--- config.mk ---
export PLATFORM = sky130hd
export DESIGN_NAME = decoder_scan_n
export DESIGN_NICKNAME = d
export VERILOG_FILES = /design/src/rtl/decoder_scan_pkg.sv /design/src/rtl/onehot_dec.sv /design/src/rtl/decoder_scan_n.sv
export SDC_FILE = /design/constraint.sdc
export NUM_CORES = 1
export LEC_CHECK = 0
export ABC_CLOCK_PERIOD_IN_PS = 2400
export BUFFER_PORTS_ARGS = -buffer_cell sky130_fd_sc_hd__buf_2
export CAP_MARGIN = 20
export CORE_UTILIZATION = 43
export CTS_CLUSTER_SIZE = 28
export DETAILED_ROUTE_END_ITERATION = 7
export PLACE_DENSITY = 0.69
export REMOVE_ABC_BUFFERS = 1
export SYNTH_ARGS = -nofsm -noshare
export SYNTH_HDL_FRONTEND = slang
export SYNTH_HIERARCHICAL = 1
export SYNTH_SLANG_ARGS = --single-unit
--- constraint.sdc ---
create_clock -name clk -period 2.4 [get_ports clk]
set_input_delay 0.72 -clock clk [delete_from_list [all_inputs] [get_ports clk]]
set_output_delay 0.72 -clock clk [all_outputs]
set_load 0.02 [all_outputs]
--- src/rtl/decoder_scan_pkg.sv ---
// Shared types and helpers for the decoder_scan_n slice.
// Optional build macro: DECODER_SCAN_GRAY_EN selects the Gray-code scan order.
package decoder_scan_pkg;

  typedef enum logic [1:0] {
    IDLE = 2'd0,
    HOLD = 2'd1,
    SCAN = 2'd2
  } state_t;

  localparam logic MODE_DIRECT = 1'b0;
  localparam logic MODE_SCAN   = 1'b1;

  // Widest supported address; helpers work at this width and callers truncate.
  localparam int MAX_ADDR_W = 6;

  function automatic logic [(1<<MAX_ADDR_W)-1:0] onehot(input logic [MAX_ADDR_W-1:0] addr);
    logic [(1<<MAX_ADDR_W)-1:0] r;
    r       = '0;
    r[addr] = 1'b1;
    return r;
  endfunction

  function automatic logic [MAX_ADDR_W-1:0] bin2gray(input logic [MAX_ADDR_W-1:0] idx);
    return idx ^ (idx >> 1);
  endfunction

endpackage

--- src/rtl/onehot_dec.sv ---
// Combinational ADDR_W-to-2**ADDR_W one-hot decoder with enable.
module onehot_dec
  import decoder_scan_pkg::*;
#(
  parameter int ADDR_W = 2
) (
  input  logic                     en,
  input  logic [ADDR_W-1:0]        addr,
  output logic [(1<<ADDR_W)-1:0]   dec
);

  localparam int OUT_W = 1 << ADDR_W;

  // Disabled decoder yields all zeros, never a partial pattern.
  assign dec = en ? OUT_W'(onehot(MAX_ADDR_W'(addr))) : '0;

endmodule

--- src/rtl/decoder_scan_n.sv ---
// Registered N-to-2**N one-hot decoder with direct (handshake) and scan modes.
// Build macro DECODER_SCAN_GRAY_EN: scan steps in binary-reflected Gray order
// instead of plain binary. Direct mode is unaffected by the macro.
module decoder_scan_n
  import decoder_scan_pkg::*;
#(
  parameter int ADDR_W  = 2,
  parameter int DWELL_W = 4
) (
  input  logic                    clk,
  input  logic                    rst_n,
  input  logic                    en,
  input  logic                    mode,
  input  logic [ADDR_W-1:0]       addr_in,
  input  logic                    addr_valid,
  output logic                    addr_ready,
  input  logic                    start,
  input  logic                    stop,
  input  logic [DWELL_W-1:0]      dwell,
  output logic [(1<<ADDR_W)-1:0]  dout,
  output logic [ADDR_W-1:0]       cur_addr,
  output logic                    busy,
  output logic                    wrap_pulse
);

  localparam int                OUT_W    = 1 << ADDR_W;
  localparam logic [ADDR_W-1:0] LAST_IDX = {ADDR_W{1'b1}};

  state_t               state, nxt_state;
  logic [ADDR_W-1:0]    seq_idx, nxt_idx, idx_inc;
  logic [ADDR_W-1:0]    nxt_addr;
  logic [DWELL_W-1:0]   dwell_cnt, nxt_cnt;
  logic [DWELL_W-1:0]   dwell_lat, nxt_dwell;
  logic                 nxt_wrap;
  logic                 dec_en;
  logic [OUT_W-1:0]     dec;

  // Sequence index to output address; the index always counts in binary.
  function automatic logic [ADDR_W-1:0] seq2addr(input logic [ADDR_W-1:0] i);
`ifdef DECODER_SCAN_GRAY_EN
    return ADDR_W'(bin2gray(MAX_ADDR_W'(i)));
`else
    return i;
`endif
  endfunction

  // start blocks the handshake so it wins over a coincident address.
  assign addr_ready = (state != SCAN) && !start;
  assign idx_inc    = seq_idx + 1'b1;

  // Next-state, next-address and dwell counter decisions for this cycle.
  always_comb begin
    nxt_state = state;
    nxt_idx   = seq_idx;
    nxt_addr  = cur_addr;
    nxt_cnt   = dwell_cnt;
    nxt_dwell = dwell_lat;
    nxt_wrap  = 1'b0;
    case (state)
      SCAN: begin
        if (stop) begin
          // Stop freezes the current output, even on a step cycle.
          nxt_state = HOLD;
        end else if (dwell_cnt == '0) begin
          nxt_idx  = idx_inc;
          nxt_addr = seq2addr(idx_inc);
          nxt_cnt  = dwell_lat;
          nxt_wrap = (seq_idx == LAST_IDX);
        end else begin
          nxt_cnt = dwell_cnt - 1'b1;
        end
      end
      default: begin
        if (start && mode == MODE_SCAN) begin
          nxt_state = SCAN;
          nxt_idx   = '0;
          nxt_addr  = seq2addr('0);
          nxt_cnt   = dwell;
          nxt_dwell = dwell;
        end else if (addr_valid && addr_ready && mode == MODE_DIRECT) begin
          nxt_state = HOLD;
          nxt_addr  = addr_in;
        end
      end
    endcase
  end

  // IDLE never drives a select line; otherwise en gates the decoded address.
  assign dec_en = en && (nxt_state != IDLE);

  onehot_dec #(.ADDR_W(ADDR_W)) u_dec (
    .en   (dec_en),
    .addr (nxt_addr),
    .dec  (dec)
  );

  // Control state and registered outputs.
  always_ff @(posedge clk or negedge rst_n) begin
    if (!rst_n) begin
      state      <= IDLE;
      seq_idx    <= '0;
      cur_addr   <= '0;
      dwell_cnt  <= '0;
      dwell_lat  <= '0;
      dout       <= '0;
      busy       <= 1'b0;
      wrap_pulse <= 1'b0;
    end else begin
      state      <= nxt_state;
      seq_idx    <= nxt_idx;
      cur_addr   <= nxt_addr;
      dwell_cnt  <= nxt_cnt;
      dwell_lat  <= nxt_dwell;
      dout       <= dec;
      busy       <= (nxt_state == SCAN);
      wrap_pulse <= nxt_wrap;
    end
  end

endmodule

==> results of run 1 <==
## layer usage
metal / global-route usage (%) / vias up / wire [um]
met5: 0 / - / 0
met4: 2.78 / 0 / 15
met3: 5.76 / 2 / 113
met2: 25.6 / 21 / 945
met1: 23.9 / 381 / 909
li1: - / 398 / -
## power groups by stage
| stage | Combinational, mW | Sequential (mW) | Clock [mW] |
|---|---|---|---|
| after global routing | 0.641 | 0.587 | 0.295 |
| after global placement | 0.556 | 0.566 | 0 |
| after floorplan | 0.357 | 0.606 | 0 |
| after CTS | 0.579 | 0.567 | 0.278 |
| after detailed placement | 0.577 | 0.572 | 0 |
| final | 0.573 | 0.569 | 0.272 |
## path summary, 6_finish.rpt
| kind | startpoint | to | slack (ns) | cells past startpoint |
|---|---|---|---|---|
| max | dwell_cnt[0]$_DFFE_PN0P_ | dout[2]$_DFF_PN0_ | 0.18 | 7 |
| min | rst_n | dwell_lat[1]$_DFFE_PN0P_ | 0.34 | 1 |
| max reg2reg | dwell_cnt[0]$_DFFE_PN0P_ | dout[2]$_DFF_PN0_ | 0.18 | 7 |
| min reg2reg | seq_idx[0]$_DFFE_PN0P_ | seq_idx[0]$_DFFE_PN0P_ | 0.52 | 1 |
| max in group asynchronous | rst_n | cur_addr[1]$_DFF_PN0_ | 1.76 | 1 |
| min in group clk | seq_idx[0]$_DFFE_PN0P_ | seq_idx[0]$_DFFE_PN0P_ | 0.52 | 1 |
## sequential cells by signal, indices dropped and copies added, names as in the netlist
| name | cells |
|---|---|
| dwell_lat | 4 |
| busy | 1 |
| state | 2 |
| dout | 4 |
| seq_idx | 2 |
| dwell_cnt | 4 |
| wrap_pulse | 1 |
| cur_addr | 2 |
## cell families after synthesis
kind of cell,count (synthesis)
multiplexers,6
buffers and inverters,10
AO/OA/AOI/OAI,26
flip-flops,20
AND/OR/NAND/NOR,32
adder cells (fa/ha/maj),3
## critical path, stage by stage, from the launching register on
cell and delay, ns:
dfrtp_1 0.44, inv_1 0.10, ha_1 0.19, or3b_1 0.48, or3_4 0.39, a2bb2oi_1 0.14, o31ai_1 0.15, and3b_1 0.24
## cell type report
cell class	count	area, um2	share of cell area, %
flip-flops and latches	20	500	41.8
multi-input cells	67	462	38.6
repair buffers	23	120	10.0
well taps	28	35.0	2.93
clock inverters	1	30.0	2.51
inverters	7	26.3	2.20
clock buffers	3	22.5	1.88
## placed cells by master (no fill, tap or decap), types with 4 or more instances in the layout
cell type and n:
buf_2 21, dfrtp_1 20, a21oi_1 9, nand2_1 7
inv_1 7, mux2_2 5, nor2_1 4, o22ai_1 4
==> summary.txt, run 1 <==
Drt
  – DR iter-0 viols: 31
  – WL/cell: 13.3 um
  – Drt total wl: 1980 um
  – Post-DRT Antenna Nets: 0
  – Via Count: 802
  – DRC Markers: 0
  – Drt via density: 5.38
  – 1st-pass router iterations: 4

Power and ir drop
  – Peak supply drop: 0.534 mV
  – Total Power: 1.42 mW
  – NetSw: 523 uW
  – Clock share of power: 19.2%
  – Sequential share of power: 40.2%
  – Internal power: 892 uW
  – P per Cell Area: 1180 nW/um2
  – Power share of the combinational group: 40.5%
  – Static Leak: 0.600 nW
  – Switching portion of total power: 37.0%

Timing
  – Final WS setup: 0.178 ns
  – Finish-stage setup viols: 0
  – Hold Slack: 0.341 ns
  – Setup TNS: 0 ns
  – Tcrit/Tclk final: 92.6%
  – Min Tclk post-route: 2.22 ns
  – Fmax: 0.450 GHz
  – Worst Skew: 0.00348 ns
  – Rel. slew slack: 59.5%
  – Slew @ Worst Pin: 0.599 ns
  – Max-slew violation count: 0
  – RSZ-0062 raised after global routing: no
  – Endpoints failing hold: 0

Yosys
  – #FFs+latches synth: 20
  – Multiplexer share of the synthesized area: 6.61%
  – Main area contributors after synthesis: dfrtp_1 50%, mux2_2 5.6%, a21oi_1 4.5%
  – Synth Instances: 97
  – Most frequent cell after synthesis: dfrtp_1
  – Synth Area in Simple Gates: 19.3%
  – Post-synthesis adder-cell area fraction: 3.74%
  – Yosys cell types: 34
  – Area share of the leading cell type in the synthesized netlist: 49.9%
  – Synth area leader: dfrtp_1
  – XOR/XNOR Fraction of Synth Area: 0%
  – Top cells by count, synth: 20 x dfrtp_1, 9 x a21oi_1, 7 x inv_1, 7 x nand2_1, 5 x mux2_2
  – Most used DFF post-synth: dfrtp_1
  – Synth Area in Compound Gates: 16.3%
  – Combinational family with the most area after synthesis: simple AND/OR/NAND/NOR gates
  – Synth async-reset ratio: 100%
  – Register area share after synthesis: 49.9%
  – EDFF count, synth: 0
  – Syn_area_per_cell: 10.3 um2
  – YS warnings: 6
  – Mapped Area: 1000 um2

Cells and area
  – Core Util, Final: 54.1%
  – Ant diodes: 0
  – Fin area: 1200 um2
  – Layout Cells excl Fill: 149
  – Layout cell share with drive strength beyond 1: 30.6%
  – Filler Cells Inserted: 210
  – P&R area growth vs syn: 19.2%
  – Nets: 138

Clock network
  – Largest buffer count on any clock path: 2
  – Worst-path clk slew: 0.11 ns
  – Hold bufs inserted after CTS: 0
  – CTS Root Cell: clkbuf_4
  – Post-CTS setup buffers: 0
  – Num CTS Buffers: 3
  – TritonCTS clock tree: built
  – Htree depth: 1
  – CTS sink cnt: 20
  – Clk_lat worst skew: 0.30 ns
  – PostCTS Resize Cnt: 0

Run status
  – Status: complete, no violations

Placed design
  – Dpl cell area: 1140 um2
  – Dpl cells: 145
  – RePlAce Congestion: 0.746
  – PortBufs: 21
  – Setup WS pre-CTS: 0.189 ns
  – Hpwl dp: 1490 um

Global routing
  – Grt ovf: 0
  – Total GRT Usage: 16.9%
  – Initial antenna violation count: 0
  – First-pass GRT wire length: 3140 um
  – Largest net degree at the start of global routing: 21
  – Vias in the first global route: 652

Worst setup path
  – Worst setup SP type: flip-flop
  – CP max FO: 8
  – Crit end category: flip-flop
  – CP arrival: 2.43 ns
  – Critical path class: flip-flop to flip-flop
  – Required @ worst endpoint: 2.60 ns

Job
  – Max Cap Viol: 0

Floorplanning
  – Core box area: 2210 um2
  – Die ar.: 2530 um2
  – Die W: 50.3 um
  – FP Rows: 17
  – Io pins: 22
  – Initial Util: 45.4%
  – Chip height: 50.3 um

Hold path
  – Min-delay worst type: input port to async pin
No activity file was read; power rests on OpenSTA's default activity.
==> run 2: changes to the inputs <==
- CAP_MARGIN: 20 -> 40
- RECOVER_POWER: default -> 50
==> summary.txt, run 2 (synthesis results as in run 1) <==
Run status
  – Status: complete, no violations

Worst setup path
  – Crit path max-delay cell type: or3b_1
  – Critical path class: flip-flop to flip-flop
  – Crit end category: flip-flop
  – Worst setup SP type: flip-flop
  – CP arrival: 2.42 ns
  – CP max FO: 8
  – R2R depth: 7
  – Largest stage delay on the critical path: 0.48 ns
  – Required @ worst endpoint: 2.60 ns
  – Worst-path cell chain: inv_1 -> ha_1 -> or3b_1 -> or3_4 -> a2bb2oi_1 -> o31ai_1 -> and3b_1

Clock network
  – Htree depth: 1
  – Largest buffer count on any clock path: 2
  – TritonCTS clock tree: built
  – Clk_lat worst skew: 0.30 ns
  – Worst-path clk slew: 0.11 ns
  – CTS Root Cell: clkbuf_4
  – PostCTS Resize Cnt: 0
  – Num CTS Buffers: 3
  – Post-CTS setup buffers: 0
  – CTS sink cnt: 20
  – Hold bufs inserted after CTS: 0

Timing
  – Endpoints failing hold: 0
  – Min Tclk post-route: 2.22 ns
  – Hold Slack: 0.517 ns
  – Finish-stage setup viols: 0
  – Max-slew violation count: 0
  – Worst Skew: 0.00359 ns
  – Final WS setup: 0.179 ns
  – Fmax: 0.450 GHz
  – Slew @ Worst Pin: 1.04 ns
  – Tcrit/Tclk final: 92.5%
  – Rel. slew slack: 30.9%
  – RSZ-0062 raised after global routing: no
  – Setup TNS: 0 ns

Drt
  – WL/cell: 13.4 um
  – Post-DRT Antenna Nets: 0
  – 1st-pass router iterations: 4
  – DRC Markers: 0
  – Via Count: 799
  – Drt total wl: 2000 um
  – DR iter-0 viols: 31
  – Drt via density: 5.36

Placed design
  – Hpwl dp: 1490 um
  – RePlAce Congestion: 0.746
  – PortBufs: 21
  – Dpl cells: 145
  – Setup WS pre-CTS: 0.189 ns
  – Dpl cell area: 1140 um2

Floorplanning
  – Initial Util: 45.4%
  – Die W: 50.3 um
  – Core box area: 2210 um2
  – FP Rows: 17
  – Die ar.: 2530 um2
  – Io pins: 22
  – Chip height: 50.3 um

Cells and area
  – Biggest registers after layout: dout (4), dwell_cnt (4), dwell_lat (4)
  – Most common cell after layout, fill and taps aside: dfrtp_1
  – Register area: 500 um2
  – Multi-input gate area: 462 um2
  – Layout Cells excl Fill: 149
  – P&R area growth vs syn: 18.5%
  – Ant diodes: 0
  – Fin area: 1190 um2
  – Commonest cells after routing, fill and taps aside: 20 x dfrtp_1, 18 x buf_2, 9 x a21oi_1
  – Filler Cells Inserted: 211
  – Core Util, Final: 53.7%
  – Nets: 138
  – Layout cell share with drive strength beyond 1: 27.3%

Power and ir drop
  – Internal power: 881 uW
  – Static Leak: 0.587 nW
  – NetSw: 524 uW
  – Total Power: 1.41 mW
  – Switching portion of total power: 37.3%
  – P per Cell Area: 1180 nW/um2
  – Power share of the combinational group: 40.1%
  – Clock share of power: 19.4%
  – Peak supply drop: 0.529 mV
  – Sequential share of power: 40.5%

Global routing
  – Initial antenna violation count: 0
  – First-pass GRT wire length: 3140 um
  – Largest net degree at the start of global routing: 21
  – Vias in the first global route: 652
  – Total GRT Usage: 16.9%
  – Grt ovf: 0

Job
  – Max Cap Viol: 0

Hold path
  – Min-delay worst type: flip-flop to flip-flop
  – Worst Hold Depth: 1
## run 2: area by class of cell
type / count / share of cell area (%)
clock inverters: 1 / 2.53
inverters: 7 / 2.21
multi-input cells: 67 / 38.8
flip-flops and latches: 20 / 42.1
clock buffers: 3 / 1.89
repair buffers: 23 / 9.47
well taps: 28 / 2.95
## run 2: path summary, 6_finish.rpt
kind / to / slack (ns) / startpoint
max: dout[2]$_DFF_PN0_ / 0.18 / dwell_cnt[0]$_DFFE_PN0P_
min reg2reg: seq_idx[0]$_DFFE_PN0P_ / 0.52 / seq_idx[0]$_DFFE_PN0P_
min in group asynchronous: dwell_lat[1]$_DFFE_PN0P_ / 0.57 / rst_n
max in group asynchronous: cur_addr[1]$_DFF_PN0_ / 1.22 / rst_n
max reg2reg: dout[2]$_DFF_PN0_ / 0.18 / dwell_cnt[0]$_DFFE_PN0P_
min: seq_idx[0]$_DFFE_PN0P_ / 0.52 / seq_idx[0]$_DFFE_PN0P_
## run 2: power by group through the flow
stage | Combinational (mW) | Sequential, mW | Clock [mW]
floorplan | 0.357 | 0.606 | 0
global placement | 0.556 | 0.566 | 0
detailed placement | 0.577 | 0.572 | 0
CTS | 0.579 | 0.567 | 0.278
global route | 0.630 | 0.587 | 0.295
finish | 0.564 | 0.569 | 0.272
## run 2: metal layers
| layer | GRT usage, % | vias up | share of wire [%] |
|---|---|---|---|
| li1 | - | 398 | - |
| met4 | 2.78 | 0 | 0.75 |
| met2 | 25.6 | 17 | 47 |
| met5 | 0 | - | 0 |
| met1 | 23.9 | 382 | 47 |
| met3 | 5.76 | 2 | 4.9 |
## run 2: worst max-delay path, delay by kind of cell, from the launching register on
family	cells	cell delay, ns
simple gates	3	1.10
compound gates	2	0.29
buf+inv	1	0.10
flops	1	0.44
fa+ha+maj	1	0.19
==> run 3: changes to the inputs <==
- ABC_CLOCK_PERIOD_IN_PS: 2400 -> 1800
- PLACE_DENSITY: 0.69 -> 0.71
- clock period: 2.4 -> 1.8 ns (I/O delays scaled with it)
==> summary.txt, run 3 (synthesis results as in run 1) <==
Run status
  – Status: complete, but fails checks
  – Violated checks: negative setup slack

Drt
  – Post-DRT Antenna Nets: 0
  – Drt via density: 5.29
  – Drt total wl: 2280 um
  – DR iter-0 viols: 19
  – Via Count: 873
  – WL/cell: 13.8 um
  – DRC Markers: 0
  – 1st-pass router iterations: 4

Clock network
  – Largest buffer count on any clock path: 2
  – TritonCTS clock tree: built
  – CTS sink cnt: 20
  – Num CTS Buffers: 3
  – Worst-path clk slew: 0.11 ns
  – CTS Root Cell: clkbuf_4
  – Htree depth: 1
  – Clk_lat worst skew: 0.30 ns

Cells and area
  – Register area: 500 um2
  – Fin area: 1360 um2
  – Layout cell share with drive strength beyond 1: 44.5%
  – Commonest cells after routing, fill and taps aside: 20 x dfrtp_1, 20 x buf_2, 19 x buf_4
  – P&R area growth vs syn: 35.2%
  – Biggest registers after layout: dout (4), dwell_cnt (4), dwell_lat (4)
  – Nets: 155
  – Multi-input gate area: 526 um2
  – Ant diodes: 0
  – Filler Cells Inserted: 188

Power and ir drop
  – Static Leak: 0.679 nW
  – P per Cell Area: 1530 nW/um2
  – Total Power: 2.08 mW
  – Peak supply drop: 0.754 mV

Timing
  – Endpoints failing hold: 0
  – Final WS setup: -0.137 ns
  – Rel. slew slack: 27.8%
  – Max-slew violation count: 0
  – Tcrit/Tclk final: 108%
  – Fmax: 0.516 GHz
  – RSZ-0062 raised after global routing: yes
  – Finish-stage setup viols: 7
  – Min Tclk post-route: 1.94 ns
  – Worst Skew: 0.00526 ns
  – Slew @ Worst Pin: 1.08 ns

Floorplanning
  – Die W: 50.3 um
  – Die ar.: 2530 um2
  – Initial Util: 45.4%
  – Chip height: 50.3 um
  – FP Rows: 17
  – Io pins: 22
  – Core box area: 2210 um2

Job
  – Max Cap Viol: 0

Worst setup path
  – CP max FO: 4
  – CP arrival: 2.14 ns
  – R2R depth: 7
  – FF-to-FF End: dout[2]$_DFF_PN0_
  – Setup slack, reg-to-reg: -0.14 ns
  – Critical path class: flip-flop to flip-flop
  – Crit end category: flip-flop
  – Required @ worst endpoint: 2.00 ns
  – Largest stage delay on the critical path: 0.41 ns
  – Worst setup SP type: flip-flop
  – Levels on crit path: 7
  – RR Startpoint: dwell_cnt[0]$_DFFE_PN0P_
  – Family with the most delay on the worst path: simple AND/OR/NAND/NOR gates
  – Crit path max-delay cell type: dfrtp_1
  – Worst-path cell chain: inv_2 -> ha_4 -> or3b_4 -> or3_4 -> a2bb2oi_4 -> o31ai_4 -> and3b_1
  – Buf/Inv on CP: 1

Hold path
  – Min-delay worst type: input port to async pin

Global routing
  – Busiest layer in global routing: met2
  – Total GRT Usage: 19.1%
  – GRT met1 Usage: 25.7%
  – Vias in the first global route: 790
  – Grt met3 use: 2.73%
  – M2 GR Usage: 29.8%
  – Grt ovf: 0
  – Largest net degree at the start of global routing: 21
  – Initial antenna violation count: 0
  – First-pass GRT wire length: 3550 um

Placed design
  – PortBufs: 21
  – Hpwl dp: 1550 um
  – Dpl cell area: 1250 um2
  – RePlAce Congestion: 0.728
[run 3: cell types whose count changed in the layout (fill, tap and decap cells not counted), sizes merged]
cell	previous run	this run
clkbuf	7	4
bufinv	1	0
buf	19	39
[run 3: per-stage QoR]
step / setup slack [ns] / hold slack, ns / cells / utilization, % / TNS (ns)
floorplan: -0.215 / 0.244 / 94 / - / -0.676
global placement: -0.118 / 0.484 / 159 / 56.4 / -0.453
detailed placement: -0.160 / 0.491 / 159 / 56.4 / -0.643
CTS: -0.118 / 0.178 / 163 / 58.9 / -0.424
global route: -0.187 / 0.460 / 165 / 61.3 / -0.915
finish: -0.137 / 0.405 / 165 / 61.3 / -0.535
[run 3: where the power goes]
group | internal [mW] | switching, mW | leakage (nW)
Clock | 0.0781 | 0.138 | 0.0138
Sequential | 0.623 | 0.133 | 0.249
Combinational | 0.568 | 0.538 | 0.417
Total | 1.27 | 0.809 | 0.679
[run 3: how the worst max path moves through the flow]
stage / startpoint / end / slack, ns
global placement: dwell_cnt[0]$_DFFE_PN0P_ / dout[2]$_DFF_PN0_ / -0.12
floorplan: dwell_cnt[0]$_DFFE_PN0P_ / dout[2]$_DFF_PN0_ / -0.21
global route: dwell_cnt[0]$_DFFE_PN0P_ / dout[2]$_DFF_PN0_ / -0.19
CTS: dwell_cnt[0]$_DFFE_PN0P_ / dout[2]$_DFF_PN0_ / -0.12
finish: dwell_cnt[0]$_DFFE_PN0P_ / dout[2]$_DFF_PN0_ / -0.14
detailed placement: dwell_cnt[0]$_DFFE_PN0P_ / dout[1]$_DFF_PN0_ / -0.16
[run 3: layout make-up]
type                    count  area share (%)
flip-flops and latches     20            36.9
well taps                  28            2.58
repair buffers             40            18.2
inverters                   7            1.94
multi-input cells          67            38.7
clock buffers               3            1.66
[run 3: what timing repair did]
action,4_1_cts,5_1_grt
resized for setup,7,6
pin swaps,1,4
cloned,0,0
hold buffers,0,0
buffers inserted,1,2
endpoints found under the setup margin,6,8
[run 3: routing by layer]
layer	up-vias	share of wire, %
li1	434	-
met1	425	47
met2	9	49
met3	5	1.5
met4	0	1.8
met5	-	0
